[config.mk]
export PLATFORM = sky130hd
export DESIGN_NAME = oai_vector_sequencer
export DESIGN_NICKNAME = d
export VERILOG_FILES = /design/src/rtl/oai_vector_sequencer.sv
export SDC_FILE = /design/constraint.sdc
export NUM_CORES = 1
export LEC_CHECK = 0
export CAP_MARGIN = 15
export CORE_ASPECT_RATIO = 0.7
export CORE_UTILIZATION = 44
export DETAILED_ROUTE_END_ITERATION = 8
export PLACE_DENSITY = 0.76
export SLEW_MARGIN = 30
export SYNTH_ARGS = -nofsm -noshare
export SYNTH_HDL_FRONTEND = slang
export SYNTH_SLANG_ARGS = --single-unit
[constraint.sdc]
create_clock -name clk -period 1.66 [get_ports clk]
set_clock_uncertainty 0.1 [all_clocks]
set_input_delay 0.249 -clock clk [delete_from_list [all_inputs] [get_ports clk]]
set_output_delay 0.249 -clock clk [all_outputs]
set_load 0.005 [all_outputs]
[src/rtl/oai_vector_sequencer.sv]
// oai_vector_sequencer
//
// Drives a shared {a,b,c} stimulus into three OAI21 cell implementations
// (switch-level, NOR-gate, boolean-algebra), holds each vector for
// SETTLE_CYCLES clocks so the cells can settle, then samples the three
// outputs and compares them against y = ~((a | b) & c).
//
// Parameters:
//   SETTLE_CYCLES  clocks each vector is held before sampling (>= 1)
//   CNT_W          width of the saturating error counter
//
// Ports:
//   clk, rst          clock (rising edge), async active-high reset
//   start             run request, accepted only in IDLE
//   mode              0 = exhaustive 0..7, 1 = single vector vec_in
//   vec_in            single-mode vector, {a,b,c}
//   a_out/b_out/c_out registered stimulus
//   y_sw/y_nor/y_bool cell outputs under test
//   busy              high while settling or sampling
//   done              one-cycle pulse at end of run
//   err_count         mismatching vectors in this run (saturating)
//   first_err_valid   at least one mismatch recorded
//   first_err_vec     first mismatching vector
//
// Optional feature: define OAI_STOP_ON_ERR_EN to end the run at the first
// mismatching vector.

module oai_vector_sequencer #(
  parameter int SETTLE_CYCLES = 4,
  parameter int CNT_W         = 4
) (
  input  logic             clk,
  input  logic             rst,
  input  logic             start,
  input  logic             mode,
  input  logic [2:0]       vec_in,
  output logic             a_out,
  output logic             b_out,
  output logic             c_out,
  input  logic             y_sw,
  input  logic             y_nor,
  input  logic             y_bool,
  output logic             busy,
  output logic             done,
  output logic [CNT_W-1:0] err_count,
  output logic             first_err_valid,
  output logic [2:0]       first_err_vec
);

  localparam int SW = (SETTLE_CYCLES > 1) ? $clog2(SETTLE_CYCLES) : 1;
  localparam logic [SW-1:0]    CNT_RELOAD = SW'(SETTLE_CYCLES - 1);
  localparam logic [CNT_W-1:0] ERR_MAX    = '1;

  typedef enum logic [1:0] {
    S_IDLE,
    S_SETTLE,
    S_SAMPLE,
    S_DONE
  } state_t;

  state_t          state, state_next;
  logic [2:0]      vec, vec_next;
  logic [SW-1:0]   cnt, cnt_next;
  logic            mode_q, mode_next;
  logic [CNT_W-1:0] err_next;
  logic            fev_next;
  logic [2:0]      fe_vec_next;

  logic golden;
  logic mismatch;
  logic stop_early;

  assign golden = ~((vec[2] | vec[1]) & vec[0]);

  // Case inequality so an X/Z cell output is reported as a mismatch.
  assign mismatch = (y_sw !== golden) | (y_nor !== golden) | (y_bool !== golden);

`ifdef OAI_STOP_ON_ERR_EN
  assign stop_early = mismatch;
`else
  assign stop_early = 1'b0;
`endif

  // NOTE: state and datapath registers use non-blocking assignments so every
  // register samples the pre-edge values computed by the combinational block.
  // All registers are reset; there is no storage array here that could be
  // left unreset.
  always_ff @(posedge clk or posedge rst) begin
    if (rst) begin
      state           <= S_IDLE;
      vec             <= 3'd0;
      cnt             <= '0;
      mode_q          <= 1'b0;
      err_count       <= '0;
      first_err_valid <= 1'b0;
      first_err_vec   <= 3'd0;
    end else begin
      state           <= state_next;
      vec             <= vec_next;
      cnt             <= cnt_next;
      mode_q          <= mode_next;
      err_count       <= err_next;
      first_err_valid <= fev_next;
      first_err_vec   <= fe_vec_next;
    end
  end

  // NOTE: every signal written here gets a hold default first so no path
  // through the case statement leaves one unassigned (which would infer a
  // latch).
  always_comb begin
    state_next  = state;
    vec_next    = vec;
    cnt_next    = cnt;
    mode_next   = mode_q;
    err_next    = err_count;
    fev_next    = first_err_valid;
    fe_vec_next = first_err_vec;

    unique case (state)
      S_IDLE: begin
        if (start) begin
          err_next    = '0;
          fev_next    = 1'b0;
          fe_vec_next = 3'd0;
          vec_next    = mode ? vec_in : 3'd0;
          mode_next   = mode;
          cnt_next    = CNT_RELOAD;
          state_next  = S_SETTLE;
        end
      end

      S_SETTLE: begin
        if (cnt == '0) state_next = S_SAMPLE;
        else           cnt_next   = cnt - SW'(1);
      end

      S_SAMPLE: begin
        if (mismatch) begin
          if (err_count != ERR_MAX) err_next = err_count + CNT_W'(1);
          if (!first_err_valid) begin
            fev_next    = 1'b1;
            fe_vec_next = vec;
          end
        end
        if (mode_q || (vec == 3'd7) || stop_early) begin
          state_next = S_DONE;
        end else begin
          vec_next   = vec + 3'd1;
          cnt_next   = CNT_RELOAD;
          state_next = S_SETTLE;
        end
      end

      S_DONE: state_next = S_IDLE;

      default: state_next = S_IDLE;
    endcase
  end

  assign a_out = vec[2];
  assign b_out = vec[1];
  assign c_out = vec[0];
  assign busy  = (state == S_SETTLE) || (state == S_SAMPLE);
  assign done  = (state == S_DONE);

endmodule

==> results.sh <==
export IMPL_ir_drop_uv=1060
export IMPL_num_antenna_cells=0
export IMPL_worst_endpoint_arrival_ps=1360
export IMPL_cp_end_kind="output pin"
export IMPL_vias=958
export IMPL_syn_area_sq_um=976
export IMPL_synth_nets=124
export IMPL_worst_slack_ps=-49.5
export IMPL_cp_slowest_cell="clkdlybuf4s50_1"
export IMPL_die_area_sq_mm=0.00241
export IMPL_mostFrequentLayoutCells="clkdlybuf4s50_1 (19), dfrtp_1 (14), buf_4 (13)"
export IMPL_num_nets_final=165
export IMPL_crit_family="buffers and inverters"
export IMPL_drc_errors=0
export IMPL_ys_ff_latch=16
export IMPL_drv_slew=0
export IMPL_gp_congestion=0.867
export IMPL_drive_above_1_share_pct=33.8
export IMPL_cap_violations=0
export IMPL_drt_iter0_drc=41
export IMPL_cts_made_buffers=3
export IMPL_num_rows=13
export IMPL_fin_cells=175
export IMPL_final_common_cell="clkdlybuf4s50_1"
export IMPL_rsz0062_at_grt="true"
export IMPL_core_sq_mm=0.00197
export IMPL_setup_violations=3
export IMPL_utilization_pct=78.8
export IMPL_postRouteAntennaNets=0
export IMPL_syn_to_final_growth_pct=59.0
export IMPL_grt_overflow_total=0
export IMPL_die_h_um=41.4
export IMPL_fp_dieW_um=58.3
export IMPL_whs_ps=156
export IMPL_clkTransAtPathRegs_ps=100
export IMPL_vias_per_cell=5.47
export IMPL_finalSetupTns_ps=-64.9
export IMPL_dp_cells=168
export IMPL_crit_buf_inv=1
export IMPL_post_drt_wl_per_cell_um=14.0
export IMPL_seq_area_frac_synth_pct=41.0
export IMPL_timing_fmax_mhz=585
export IMPL_htreeDepth=1
export IMPL_ios=23
export IMPL_clock_insertion_delay_worst_skew_ps=290
export IMPL_min_period_ps=1710
export IMPL_p_leak_nw=0.665
export IMPL_cp_start_kind="register"
export IMPL_power_density_mw_per_mm2=1840
export IMPL_totalWireLength_um=2450
export IMPL_cts_hold_buf=0
export IMPL_hold_path_class="input port to asynchronous set/reset pin"
export IMPL_dp_slack_ps=-252
export IMPL_grt_max_degree=17
export IMPL_antenna_found_initial=0
export IMPL_finalCritPeriodShare_pct=103
export IMPL_grt_pass1_vias=884
export IMPL_syn_area_per_cell_sq_um=9.29
export IMPL_violations="negative setup slack"
export IMPL_start_util_pct=49.6
export IMPL_slew_headroom_pct=81.8
export IMPL_dpl_hpwl_um=1740
export IMPL_path_cells="clkdlybuf4s50_1"
export IMPL_ys_types=31
export IMPL_ys_warn_count=0
export IMPL_slowest_delay_ps=570
export IMPL_port_buffers=22
export IMPL_grt_usage_pct=21.3
export IMPL_required_ps=1310
export IMPL_drt_pass1_iter_count=4
export IMPL_cts_tree="yes"
export IMPL_crit_type="register to output pin"
export IMPL_outcome="complete, but fails checks"
export IMPL_clock_sinks=16
export IMPL_critPathMaxFanout=5
export IMPL_synthCells=105
export IMPL_worst_pin_slew_ps=267
export IMPL_cts_root_buf="clkbuf_4"
export IMPL_grt_pass1_wl_um=3850
export IMPL_hold_viol_final=0
export IMPL_clockBufferDepth=2
-- path summary, 6_finish.rpt --
check,from,cells past startpoint,endpoint,slack [ps]
worst max-delay path,err_count[3],1,err_count[3],-50
worst min-delay path,rst,3,err_count[3],160
worst max register to register,state[0],8,err_count[1],-10
worst min register to register,first_err_vec[1],2,first_err_vec[1],440
max in group asynchronous,rst,3,first_err_valid,1100
min in group clk,first_err_vec[1],2,first_err_vec[1],440
-- cell usage after synthesis --
library cell / instances / share of area, %
and4b_1: 1 / 1.0
mux2i_1: 2 / 2.1
nor3b_1: 2 / 1.5
and3_1: 1 / 0.64
o211ai_1: 2 / 1.5
nor3_2: 1 / 1.0
mux2_2: 2 / 2.3
nor2b_1: 4 / 2.6
a22oi_1: 2 / 1.5
a21oi_1: 8 / 4.1
nand2_1: 8 / 3.1
inv_1: 5 / 1.9
nand4_1: 2 / 1.3
ha_1: 9 / 12
and4_4: 1 / 1.2
nor4_1: 1 / 0.64
nor3_1: 2 / 1.0
o311ai_0: 1 / 0.90
o21ai_1: 1 / 0.51
or3_1: 2 / 1.3
a311oi_1: 1 / 0.90
or2_2: 1 / 0.64
a31oi_1: 3 / 1.9
o21ai_0: 5 / 2.6
nor2_1: 10 / 3.8
dfrtp_1: 16 / 41
and3b_1: 1 / 0.90
nand2b_1: 1 / 0.64
clkbuf_1: 2 / 0.77
mux2_4: 1 / 1.5
nand3_1: 7 / 3.6
-- metrics by stage --
stage	cell area, sq um	total power, mW
3_3_place_gp	1340	2.12
2_1_floorplan	993	1.49
5_1_grt	1550	3.08
3_5_place_dp	1340	2.19
4_1_cts	1430	2.59
6_report	1550	2.85
-- area by class of cell --
class	count	area, sq um
fillers	125	417
multi-input cells	82	703
well taps	30	37.5
flip-flops and latches	16	403
repair buffers	38	353
clock buffers	4	36.3
inverters	5	18.8
-- state kept, by name (all words and copies together) (netlist names) --
signal,count
err_count,4
first_err_vec,3
vec,3
cnt,2
state,2
first_err_valid,1
mode_q,1
-- power by group --
| group | switching, mW | leakage [nW] | total, mW | internal (mW) |
|---|---|---|---|---|
| sequential | 0.152 | 0.196 | 0.709 | 0.557 |
| clock | 0.130 | 0.0210 | 0.263 | 0.134 |
| combinational | 0.861 | 0.448 | 1.88 | 1.02 |
| total | 1.14 | 0.665 | 2.85 | 1.71 |
-- routing by layer --
layer | global-route usage (%) | vias up | part of all wire [%]
li1 | - | 465 | -
met1 | 25.6 | 460 | 44
met2 | 35.2 | 29 | 50
met3 | 7.17 | 4 | 5.2
met4 | 8.10 | 0 | 0.94
met5 | 0 | - | 0
-- worst reg2reg max path, delay by kind of cell (launching register included) --
kind / cells / cell delay [ps]
fa+ha+maj: 1 / 190
buf+inv: 3 / 360
flops: 1 / 390
mux: 1 / 330
simple gates: 3 / 190
-- timing repair --
| item | 4_1_cts | 5_1_grt |
|---|---|---|
| endpoints found under the setup margin | 15 | 22 |
| gates resized for setup | 13 | 27 |
| cloned | 0 | 0 |
| pin swaps | 0 | 10 |
| setup buffers | 2 | 1 |
-- kinds of logic (layout without fill, tap and decap cells) --
group | after synthesis | after routing | share of synthesized area (%)
simple gates | 45 | 45 | 24.9
flops | 16 | 16 | 41.0
buf+inv | 7 | 47 | 2.69
mux | 5 | 5 | 5.90
fa+ha+maj | 9 | 9 | 11.5
compound gates | 23 | 23 | 14.0
(Power assumes the default switching activity.)
